### config.mk
export PLATFORM = sky130hd
export DESIGN_NAME = axi_slave_flat
export DESIGN_NICKNAME = d
export VERILOG_FILES = /design/src/rtl/axi_if.sv /design/src/rtl/axi_slave.sv /design/src/flat_wrapper.sv
export SDC_FILE = /design/constraint.sdc
export NUM_CORES = 1
export LEC_CHECK = 0
export CAP_MARGIN = 0
export CORE_ASPECT_RATIO = 1.4
export CORE_MARGIN = 10
export CORE_UTILIZATION = 42
export CTS_BUF_LIST = sky130_fd_sc_hd__clkbuf_8
export CTS_CLUSTER_DIAMETER = 40
export DETAILED_ROUTE_END_ITERATION = 10
export HOLD_SLACK_MARGIN = 0.1
export PLACE_DENSITY = 0.81
export SETUP_SLACK_MARGIN = 0.1
export SLEW_MARGIN = 15
export SYNTH_ARGS = -nofsm -noshare
export SYNTH_HDL_FRONTEND = slang
export SYNTH_SLANG_ARGS = --single-unit
export TNS_END_PERCENT = 10
### constraint.sdc
create_clock -name clk -period 3.3 [get_ports clk]
set_clock_uncertainty 0.05 [all_clocks]
set_input_delay 0.66 -clock clk [delete_from_list [all_inputs] [get_ports clk]]
set_output_delay 0.66 -clock clk [all_outputs]
set_load 0.005 [all_outputs]
### src/rtl/axi_if.sv
// axi_if: AXI4-Lite bus bundle with master and slave views
interface axi_if #(
  parameter int AXI_ADDRW = 32,
  parameter int AXI_DATAW = 32
);
  localparam int AXI_DATAW_BYTE = AXI_DATAW / 8;
  logic [AXI_ADDRW-1:0]      araddr;
  logic [2:0]                arprot;
  logic                      arvalid;
  logic                      arready;
  logic [AXI_DATAW-1:0]      rdata;
  logic [1:0]                rresp;
  logic                      rvalid;
  logic                      rready;
  logic [AXI_ADDRW-1:0]      awaddr;
  logic [2:0]                awprot;
  logic                      awvalid;
  logic                      awready;
  logic [AXI_DATAW-1:0]      wdata;
  logic [AXI_DATAW_BYTE-1:0] wstrb;
  logic                      wvalid;
  logic                      wready;
  logic [1:0]                bresp;
  logic                      bvalid;
  logic                      bready;
  modport master (
    output araddr, arprot, arvalid, rready, awaddr, awprot, awvalid, wdata, wstrb, wvalid, bready,
    input  arready, rdata, rresp, rvalid, awready, wready, bresp, bvalid
  );
  modport slave (
    input  araddr, arprot, arvalid, rready, awaddr, awprot, awvalid, wdata, wstrb, wvalid, bready,
    output arready, rdata, rresp, rvalid, awready, wready, bresp, bvalid
  );
endinterface

### src/rtl/axi_slave.sv
// axi_slave: AXI4-Lite responder serving one transaction at a time over a local memory port
module axi_slave #(
  parameter int AXI_ADDRW = 32,
  parameter int AXI_DATAW = 32,
  parameter logic [AXI_ADDRW-1:0] ADDR_MAX = 'h0000_FFFF,
  localparam int AXI_DATAW_BYTE = AXI_DATAW / 8
) (
  input  logic                      clk,
  input  logic                      rst,
  axi_if.slave                      s,
  output logic [AXI_ADDRW-1:0]      mem_addr,
  output logic [AXI_DATAW-1:0]      mem_wdata,
  output logic [AXI_DATAW_BYTE-1:0] mem_wstrb,
  output logic                      mem_re,
  output logic                      mem_we,
  input  logic [AXI_DATAW-1:0]      mem_rdata,
  input  logic                      mem_ready
);
  typedef enum logic [2:0] {IDLE, RD_MEM, RD_RESP, WR_MEM, WR_RESP} state_e;
  state_e                    state_q, state_d;
  logic                      aw_held_q, aw_held_d, w_held_q, w_held_d, prio_wr_q, prio_wr_d;
  logic [AXI_ADDRW-1:0]      araddr_q, araddr_d, awaddr_q, awaddr_d;
  logic [AXI_DATAW-1:0]      wdata_q, wdata_d, rdata_q, rdata_d;
  logic [AXI_DATAW_BYTE-1:0] wstrb_q, wstrb_d;
  logic [1:0]                rresp_q, rresp_d, bresp_q, bresp_d;
  logic                      ar_rdy, aw_rdy, w_rdy;
  logic                      ar_hs, aw_hs, w_hs, r_hs, b_hs, wr_go, ar_ok, aw_ok, rd_done;
  logic                      unused;
  assign unused = ^{s.arprot, s.awprot};
  always_ff @(posedge clk) begin
    if (rst) begin
      state_q   <= IDLE;
      aw_held_q <= 1'b0;
      w_held_q  <= 1'b0;
      prio_wr_q <= 1'b1;
      rdata_q   <= '0;
      rresp_q   <= 2'b00;
      bresp_q   <= 2'b00;
    end else begin
      state_q   <= state_d;
      aw_held_q <= aw_held_d;
      w_held_q  <= w_held_d;
      prio_wr_q <= prio_wr_d;
      rdata_q   <= rdata_d;
      rresp_q   <= rresp_d;
      bresp_q   <= bresp_d;
    end
  end
  always_ff @(posedge clk) begin
    araddr_q <= araddr_d;
    awaddr_q <= awaddr_d;
    wdata_q  <= wdata_d;
    wstrb_q  <= wstrb_d;
  end
  always_comb begin
    ar_rdy    = !rst && state_q == IDLE && !aw_held_q && !w_held_q && !(s.awvalid && prio_wr_q);
    aw_rdy    = !rst && state_q == IDLE && !aw_held_q;
    w_rdy     = !rst && state_q == IDLE && !w_held_q;
    s.arready = ar_rdy;
    s.awready = aw_rdy;
    s.wready  = w_rdy;
    s.rvalid  = state_q == RD_RESP;
    s.rdata   = rdata_q;
    s.rresp   = rresp_q;
    s.bvalid  = state_q == WR_RESP;
    s.bresp   = bresp_q;
    mem_re    = state_q == RD_MEM;
    mem_we    = state_q == WR_MEM;
    mem_addr  = state_q == RD_MEM ? araddr_q : awaddr_q;
    mem_wdata = wdata_q;
    mem_wstrb = wstrb_q;
  end
  always_comb begin
    ar_hs     = s.arvalid && ar_rdy;
    aw_hs     = s.awvalid && aw_rdy;
    w_hs      = s.wvalid && w_rdy;
    r_hs      = state_q == RD_RESP && s.rready;
    b_hs      = state_q == WR_RESP && s.bready;
    rd_done   = state_q == RD_MEM && mem_ready;
    aw_held_d = b_hs ? 1'b0 : aw_held_q || aw_hs;
    w_held_d  = b_hs ? 1'b0 : w_held_q || w_hs;
    prio_wr_d = prio_wr_q ^ (r_hs || b_hs);
    araddr_d  = ar_hs ? s.araddr : araddr_q;
    awaddr_d  = aw_hs ? s.awaddr : awaddr_q;
    wdata_d   = w_hs ? s.wdata : wdata_q;
    wstrb_d   = w_hs ? s.wstrb : wstrb_q;
    ar_ok     = s.araddr <= ADDR_MAX;
    aw_ok     = awaddr_d <= ADDR_MAX;
    wr_go     = state_q == IDLE && !ar_hs && aw_held_d && w_held_d;
    rdata_d   = ar_hs ? '0 : rd_done ? mem_rdata : rdata_q;
    rresp_d   = ar_hs ? (ar_ok ? 2'b00 : 2'b10) : rd_done ? 2'b00 : rresp_q;
    bresp_d   = wr_go ? (aw_ok ? 2'b00 : 2'b10) : bresp_q;
  end
  always_comb begin
    state_d = state_q;
    case (state_q)
      IDLE:    state_d = ar_hs ? (ar_ok ? RD_MEM : RD_RESP) :
                         wr_go ? (aw_ok && wstrb_d != '0 ? WR_MEM : WR_RESP) : IDLE;
      RD_MEM:  state_d = mem_ready ? RD_RESP : RD_MEM;
      RD_RESP: state_d = s.rready ? IDLE : RD_RESP;
      WR_MEM:  state_d = mem_ready ? WR_RESP : WR_MEM;
      WR_RESP: state_d = s.bready ? IDLE : WR_RESP;
      default: state_d = IDLE;
    endcase
  end
endmodule
### src/flat_wrapper.sv
// flat-port wrapper written by rule: the top's interface ports become plain ports
module axi_slave_flat 
#(
  parameter int AXI_ADDRW = 32,
  parameter int AXI_DATAW = 32,
  parameter logic [AXI_ADDRW-1:0] ADDR_MAX = 'h0000_FFFF,
  localparam int AXI_DATAW_BYTE = AXI_DATAW / 8
)
  (clk, rst, mem_addr, mem_wdata, mem_wstrb, mem_re, mem_we, mem_rdata, mem_ready, s_araddr, s_arprot, s_arvalid, s_rready, s_awaddr, s_awprot, s_awvalid, s_wdata, s_wstrb, s_wvalid, s_bready, s_arready, s_rdata, s_rresp, s_rvalid, s_awready, s_wready, s_bresp, s_bvalid);
  axi_if #(.AXI_ADDRW(AXI_ADDRW), .AXI_DATAW(AXI_DATAW)) s_i ();
  input  logic clk;
  input  logic rst;
  output logic [AXI_ADDRW-1:0] mem_addr;
  output logic [AXI_DATAW-1:0] mem_wdata;
  output logic [AXI_DATAW_BYTE-1:0] mem_wstrb;
  output logic mem_re;
  output logic mem_we;
  input  logic [AXI_DATAW-1:0] mem_rdata;
  input  logic mem_ready;
  input wire logic [$bits(s_i.araddr)-1:0] s_araddr;
  input wire logic [$bits(s_i.arprot)-1:0] s_arprot;
  input wire logic [$bits(s_i.arvalid)-1:0] s_arvalid;
  input wire logic [$bits(s_i.rready)-1:0] s_rready;
  input wire logic [$bits(s_i.awaddr)-1:0] s_awaddr;
  input wire logic [$bits(s_i.awprot)-1:0] s_awprot;
  input wire logic [$bits(s_i.awvalid)-1:0] s_awvalid;
  input wire logic [$bits(s_i.wdata)-1:0] s_wdata;
  input wire logic [$bits(s_i.wstrb)-1:0] s_wstrb;
  input wire logic [$bits(s_i.wvalid)-1:0] s_wvalid;
  input wire logic [$bits(s_i.bready)-1:0] s_bready;
  output wire logic [$bits(s_i.arready)-1:0] s_arready;
  output wire logic [$bits(s_i.rdata)-1:0] s_rdata;
  output wire logic [$bits(s_i.rresp)-1:0] s_rresp;
  output wire logic [$bits(s_i.rvalid)-1:0] s_rvalid;
  output wire logic [$bits(s_i.awready)-1:0] s_awready;
  output wire logic [$bits(s_i.wready)-1:0] s_wready;
  output wire logic [$bits(s_i.bresp)-1:0] s_bresp;
  output wire logic [$bits(s_i.bvalid)-1:0] s_bvalid;
  assign s_i.araddr = s_araddr;
  assign s_i.arprot = s_arprot;
  assign s_i.arvalid = s_arvalid;
  assign s_i.rready = s_rready;
  assign s_i.awaddr = s_awaddr;
  assign s_i.awprot = s_awprot;
  assign s_i.awvalid = s_awvalid;
  assign s_i.wdata = s_wdata;
  assign s_i.wstrb = s_wstrb;
  assign s_i.wvalid = s_wvalid;
  assign s_i.bready = s_bready;
  assign s_arready = s_i.arready;
  assign s_rdata = s_i.rdata;
  assign s_rresp = s_i.rresp;
  assign s_rvalid = s_i.rvalid;
  assign s_awready = s_i.awready;
  assign s_wready = s_i.wready;
  assign s_bresp = s_i.bresp;
  assign s_bvalid = s_i.bvalid;
  axi_slave #(.AXI_ADDRW(AXI_ADDRW), .AXI_DATAW(AXI_DATAW), .ADDR_MAX(ADDR_MAX)) u_core (.clk(clk), .rst(rst), .s(s_i), .mem_addr(mem_addr), .mem_wdata(mem_wdata), .mem_wstrb(mem_wstrb), .mem_re(mem_re), .mem_we(mem_we), .mem_rdata(mem_rdata), .mem_ready(mem_ready));
endmodule
# Word-level counts from Yosys, hierarchy flattened
# Index checks and enable logic that the tools add are counted.
# word_totals
reg_bits	142
input_bits	146
out_inout_bits	111
elab_cells	64
# op_classes
order_cmp	2
n_eq_ne	4
muxes	18
bitwise	1
reduce_logical	28
# op_table
op	n
32-bit by 16-bit <= comparator with 1-bit output, second input constant	2
32-bit two-way mux	2
1-bit logical AND	16
3-bit two-way mux	5
3-bit case mux with 5 select lines	1
2-bit two-way mux	7
3-bit by 2-bit equality test with 1-bit output, second input constant	2
1-bit zero test	5
4-bit two-way mux	1
4-bit nonzero test	1
3-bit by 1-bit equality test with 1-bit output, second input constant	1
3-bit equality test, second input constant	1
3-bit zero test	1
1-bit logical OR	3
1-bit two-way mux	2
2-bit nonzero test	1
2-bit OR reduction	1
1-bit bitwise XOR	1

# Logic depth before layout (Yosys ltp)
# logic_depth
word_depth	13
ltp_mapped	8
ltp_nobuf	6

# Worst setup path after synthesis
# No wires, ideal clock.
# synth_timing
kind	in2reg
startpoint	in rst
endpoint	reg u_core.araddr_q[0], enable pin
setup_time_ns	0.387
t_arrival_ns	2.192
required_time_ns	2.863
slack_ns	0.671
cell_stages	5
path_buffers	1
path_cell_list	clkbuf_1 > or4_4 > nor2_4 > nand3_4 > inv_1
# synth_between
elab_chain_len	6
# synth_rtl
item	line	source
start, declared	flat_wrapper.sv:12	input logic rst;
1-bit zero test	axi_slave.sv:56	ar_rdy = !rst && state_q == IDLE && !aw_held_q && !w_held_q && !(s.awvalid && prio_wr_q);
1-bit logical AND (4 in series)	axi_slave.sv:56	
1-bit logical AND	axi_slave.sv:74	ar_hs = s.arvalid && ar_rdy;
net u_core.ar_hs	axi_slave.sv:27	logic ar_hs, aw_hs, w_hs, r_hs, b_hs, wr_go, ar_ok, aw_ok, rd_done;
end signal, assigned	axi_slave.sv:50	araddr_q <= araddr_d;
end, declared	axi_slave.sv:22	logic [AXI_ADDRW-1:0] araddr_q, araddr_d, awaddr_q, awaddr_d;
# The timed path passes the listed nets, and every way through them passes these cells.
# A chain may end at the register's enable or synchronous reset.

# Worst setup path after layout
# layout_timing
startpoint	in rst
endpoint	out s_arready
# layout_between
elab_chain_len	5
# layout_rtl
item	line	source
1-bit zero test	axi_slave.sv:56	
1-bit logical AND (4 in series)	axi_slave.sv:56	
end, declared	flat_wrapper.sv:31	output wire logic [$bits(s_i.arready)-1:0] s_arready;
# No other way between the ends.

==> key figures <==
Worst setup path
  – WS Path Type: in -> out
  – Setup crit end kind: output pin
  – Arrival time worst endpoint: approximately 2.4 ns
  – Cells on worst reg2reg path: 7
  – Crit-path max FO: 4
  – RR Startpoint: u_core.state_q[2]
  – Most used cell, CP: clkdlybuf4s50_1
  – Worst R2R End: u_core.s.rresp[1]
  – Slowest stage delay, CP: approximately 0.52 ns
  – Worst path cell trace: clkdlybuf4s50_1, or4_4, nor2_4, and2_1, clkdlybuf4s50_1
  – Setup crit start kind: input port
  – Reg2reg setup slack: 1.23 ns
  – CP max-delay cell: clkdlybuf4s50_1
  – WP data required: 2.59 ns

Logic synthesis
  – Ys flop type: dfxtp_1
  – Mapped Cells: 406
  – Post-synth cell types: 40
  – #FFs+latches synth: 140
  – Netlist Area Pre-Place: between 5000 and 6000 um2
  – Avg Synthesized Cell Area: 12.9 um2
  – Asr flop ratio synth: 0
  – Post-synth EDFFs: 64
  – Yosys Warn Count: 0
  – Post-synthesis sequential area ratio: 0.659

Global routing
  – GRT overflow: 0
  – Vias in the first global route: 4479
  – Largest net degree at the start of global routing: 38
  – All-layer global routing usage: 0.180
  – First-pass GRT wire length: around 25 mm
  – Initial antenna violation count: 0

Clock tree
  – Buffer levels on the longest clock path: 2
  – Post-CTS Hold Fix Bufs: 0
  – CTS Buf Count: 17
  – CTS tree: yes
  – Clock sinks: 140
  – Worst-path clk slew: 0.08 ns
  – CTS H-tree lvls: 4
  – Worst-skew pair later-pin latency: ~0.42 ns
  – Post-CTS setup buffers: 0
  – CTS root buf: clkbuf_8

Timing
  – Fmax: approximately 0.33 GHz
  – Setup ws final: 0.229 ns
  – Max Transition Viols Final: 0
  – Worst-Margin Slew: ~0.63 ns
  – Final Setup Violations: 0
  – Slew headroom: 0.580
  – Setup TNS: 0 ns
  – Worst Hold Slack: approximately 0.41 ns
  – Final Hold Viols: 0
  – RSZ-0062 raised after global routing: no
  – Tcrit/Tclk final: 0.931
  – Post-layout min period: around 3 ns

Finish
  – Final Cell Area: around 8300 um2
  – Non-filler instance count after layout: around 820
  – Nets: 807
  – N_diodes: 0
  – Share of cells above drive strength 1: 0.165
  – Syn-to-layout area delta: 58.1%
  – Final Util: 0.675

Place
  – Post-Place Setup Slack: 0.246 ns
  – Cell Area, Placed: 7860 um2
  – Final GP Congestion: ~0.81
  – Port Buffers: 248
  – Hpwl dp: 12.5 mm
  – Dpl cells: 792

Flow run
  – Max-cap viol count: 0

Floorplan
  – Die area: 17400 um2
  – Core area: ~12000 um2
  – Initial Utilization: 0.427
  – # rows: 48
  – Die W: 114 um
  – Die Y-Extent: 152 um
  – # IOs: 257

Power
  – Net Switching: 0.995 mW
  – Maximum VDD drop: 0.269 mV
  – Register share of total power: 0.484
  – Pleak: about 2.9 nW
  – Power Dens Cells: 514 nW/um2
  – Clock share of power: 0.332
  – Switching part of the total: 0.234
  – Pint: 3.26 mW
  – Comb power frac: 0.184
  – Overall power: roughly 4.3 mW

Run status
  – Outcome: complete, no violations

Route
  – Final wirelength: 15.9 mm
  – Vias: between 4000 and 5000
  – Final ANT Viol Nets: 0
  – Drt first-iter violations: ~170
  – DRC Markers: 0
  – Wire per inst: 19.3 um
  – Via density: 4.91
  – Drt pass-1 iters: 4

Hold path
  – Hold path depth: 2
  – Hold endpoint: u_core.s.rdata[28]
  – Hold Crit Class: reg -> reg
  – Hold Startpoint: u_core.s.rdata[28]
-- cell usage in the layout (no fill, tap or decap), types with 4 or more instances in the layout --
cell type	n
nand2b_1	4
buf_4	6
mux2_2	64
clkbuf_8	17
nor4_1	14
clkdlybuf4s50_1	248
inv_1	4
a21oi_1	41
nand2_1	79
dfxtp_1	75
edfxtp_1	64
nand4_1	4
-- routing by layer --
layer / vias up / share of wire / wire length (um) / GRT usage
met5: - / 0 / 0 / 0
met1: 1924 / 0.35 / 5630 / 0.177
met3: 21 / 0.073 / 1160 / 0.0583
met2: 146 / 0.55 / 8720 / 0.332
met4: 0 / 0.024 / 378 / 0.0724
li1: 1958 / - / - / -
-- timing repair --
action | in CTS | in global routing
endpoints found under the hold margin | 0 | 0
endpoints found under the setup margin | 0 | 6
resized for setup | 0 | 1
-- Yosys cell counts, drive strengths merged, types with 3 or more instances --
cell type,instances,area (um2)
a21oi,42,214
buf,17,118
clkbuf,4,15.0
dfxtp,76,1520
edfxtp,64,1920
inv,4,15.0
mux2,64,721
mux2i,3,30.0
nand2,79,297
nand2b,5,33.8
nand4,4,25.0
nor2,4,25.0
nor2b,3,18.8
nor4,15,109
-- worst max path at each step --
stage / start / to / slack [ns] / cells after the start
detailed placement: rst / s_arready / 0.25 / 5
global route: rst / s_arready / 0.18 / 5
global placement: rst / s_arready / 0.24 / 5
CTS: u_core.state_q[0] / mem_addr[29] / 0.18 / 5
finish: rst / s_arready / 0.23 / 5
floorplan: rst / u_core.araddr_q[0] / 0.67 / 5
-- worst max-delay path, delay by kind of cell --
| family | cells | cell delay [ns] |
|---|---|---|
| buffers and inverters | 2 | 0.94 |
| AND/OR/NAND/NOR | 3 | 0.76 |
-- kinds of logic (layout without fill, tap and decap cells) --
kind of cell | after synthesis | after routing | share of synthesized area
AOI/OAI and AO/OA | 50 | 50 | 0.0524
buffers and inverters | 25 | 292 | 0.0282
other | 1 | 2 | 0.000717
and+or+nand+nor | 122 | 122 | 0.115
DFF | 140 | 140 | 0.659
xor gates and xnor gates | 1 | 1 | 0.00168
muxes | 67 | 67 | 0.144
-- power groups by stage --
| stage | Clock, mW | Combinational, mW | Sequential (mW) |
|---|---|---|---|
| detailed placement | 0 | 0.793 | 2.10 |
| global route | 1.52 | 0.842 | 2.08 |
| floorplan | 0 | 0.286 | 2.07 |
| global placement | 0 | 0.775 | 2.09 |
| CTS | 1.44 | 0.798 | 2.06 |
| finish | 1.41 | 0.781 | 2.06 |
-- flip-flops by register name (all words and copies together) (netlist names), 3 cells and up --
name and count:
u_core.araddr_q 32, u_core.awaddr_q 32, u_core.mem_wdata 32, u_core.mem_wstrb 4
u_core.s.rdata 32, u_core.state_q 3
-- cell type report --
cell class / count / area (um2)
fill: 909 / 3990
inverter: 4 / 15.0
timing repair buffer: 256 / 2570
multi-input combinational: 242 / 1650
sequential: 140 / 3440
tap: 150 / 188
clock inverter: 15 / 173
clock buffer: 17 / 234
(Power assumes the default switching activity.)
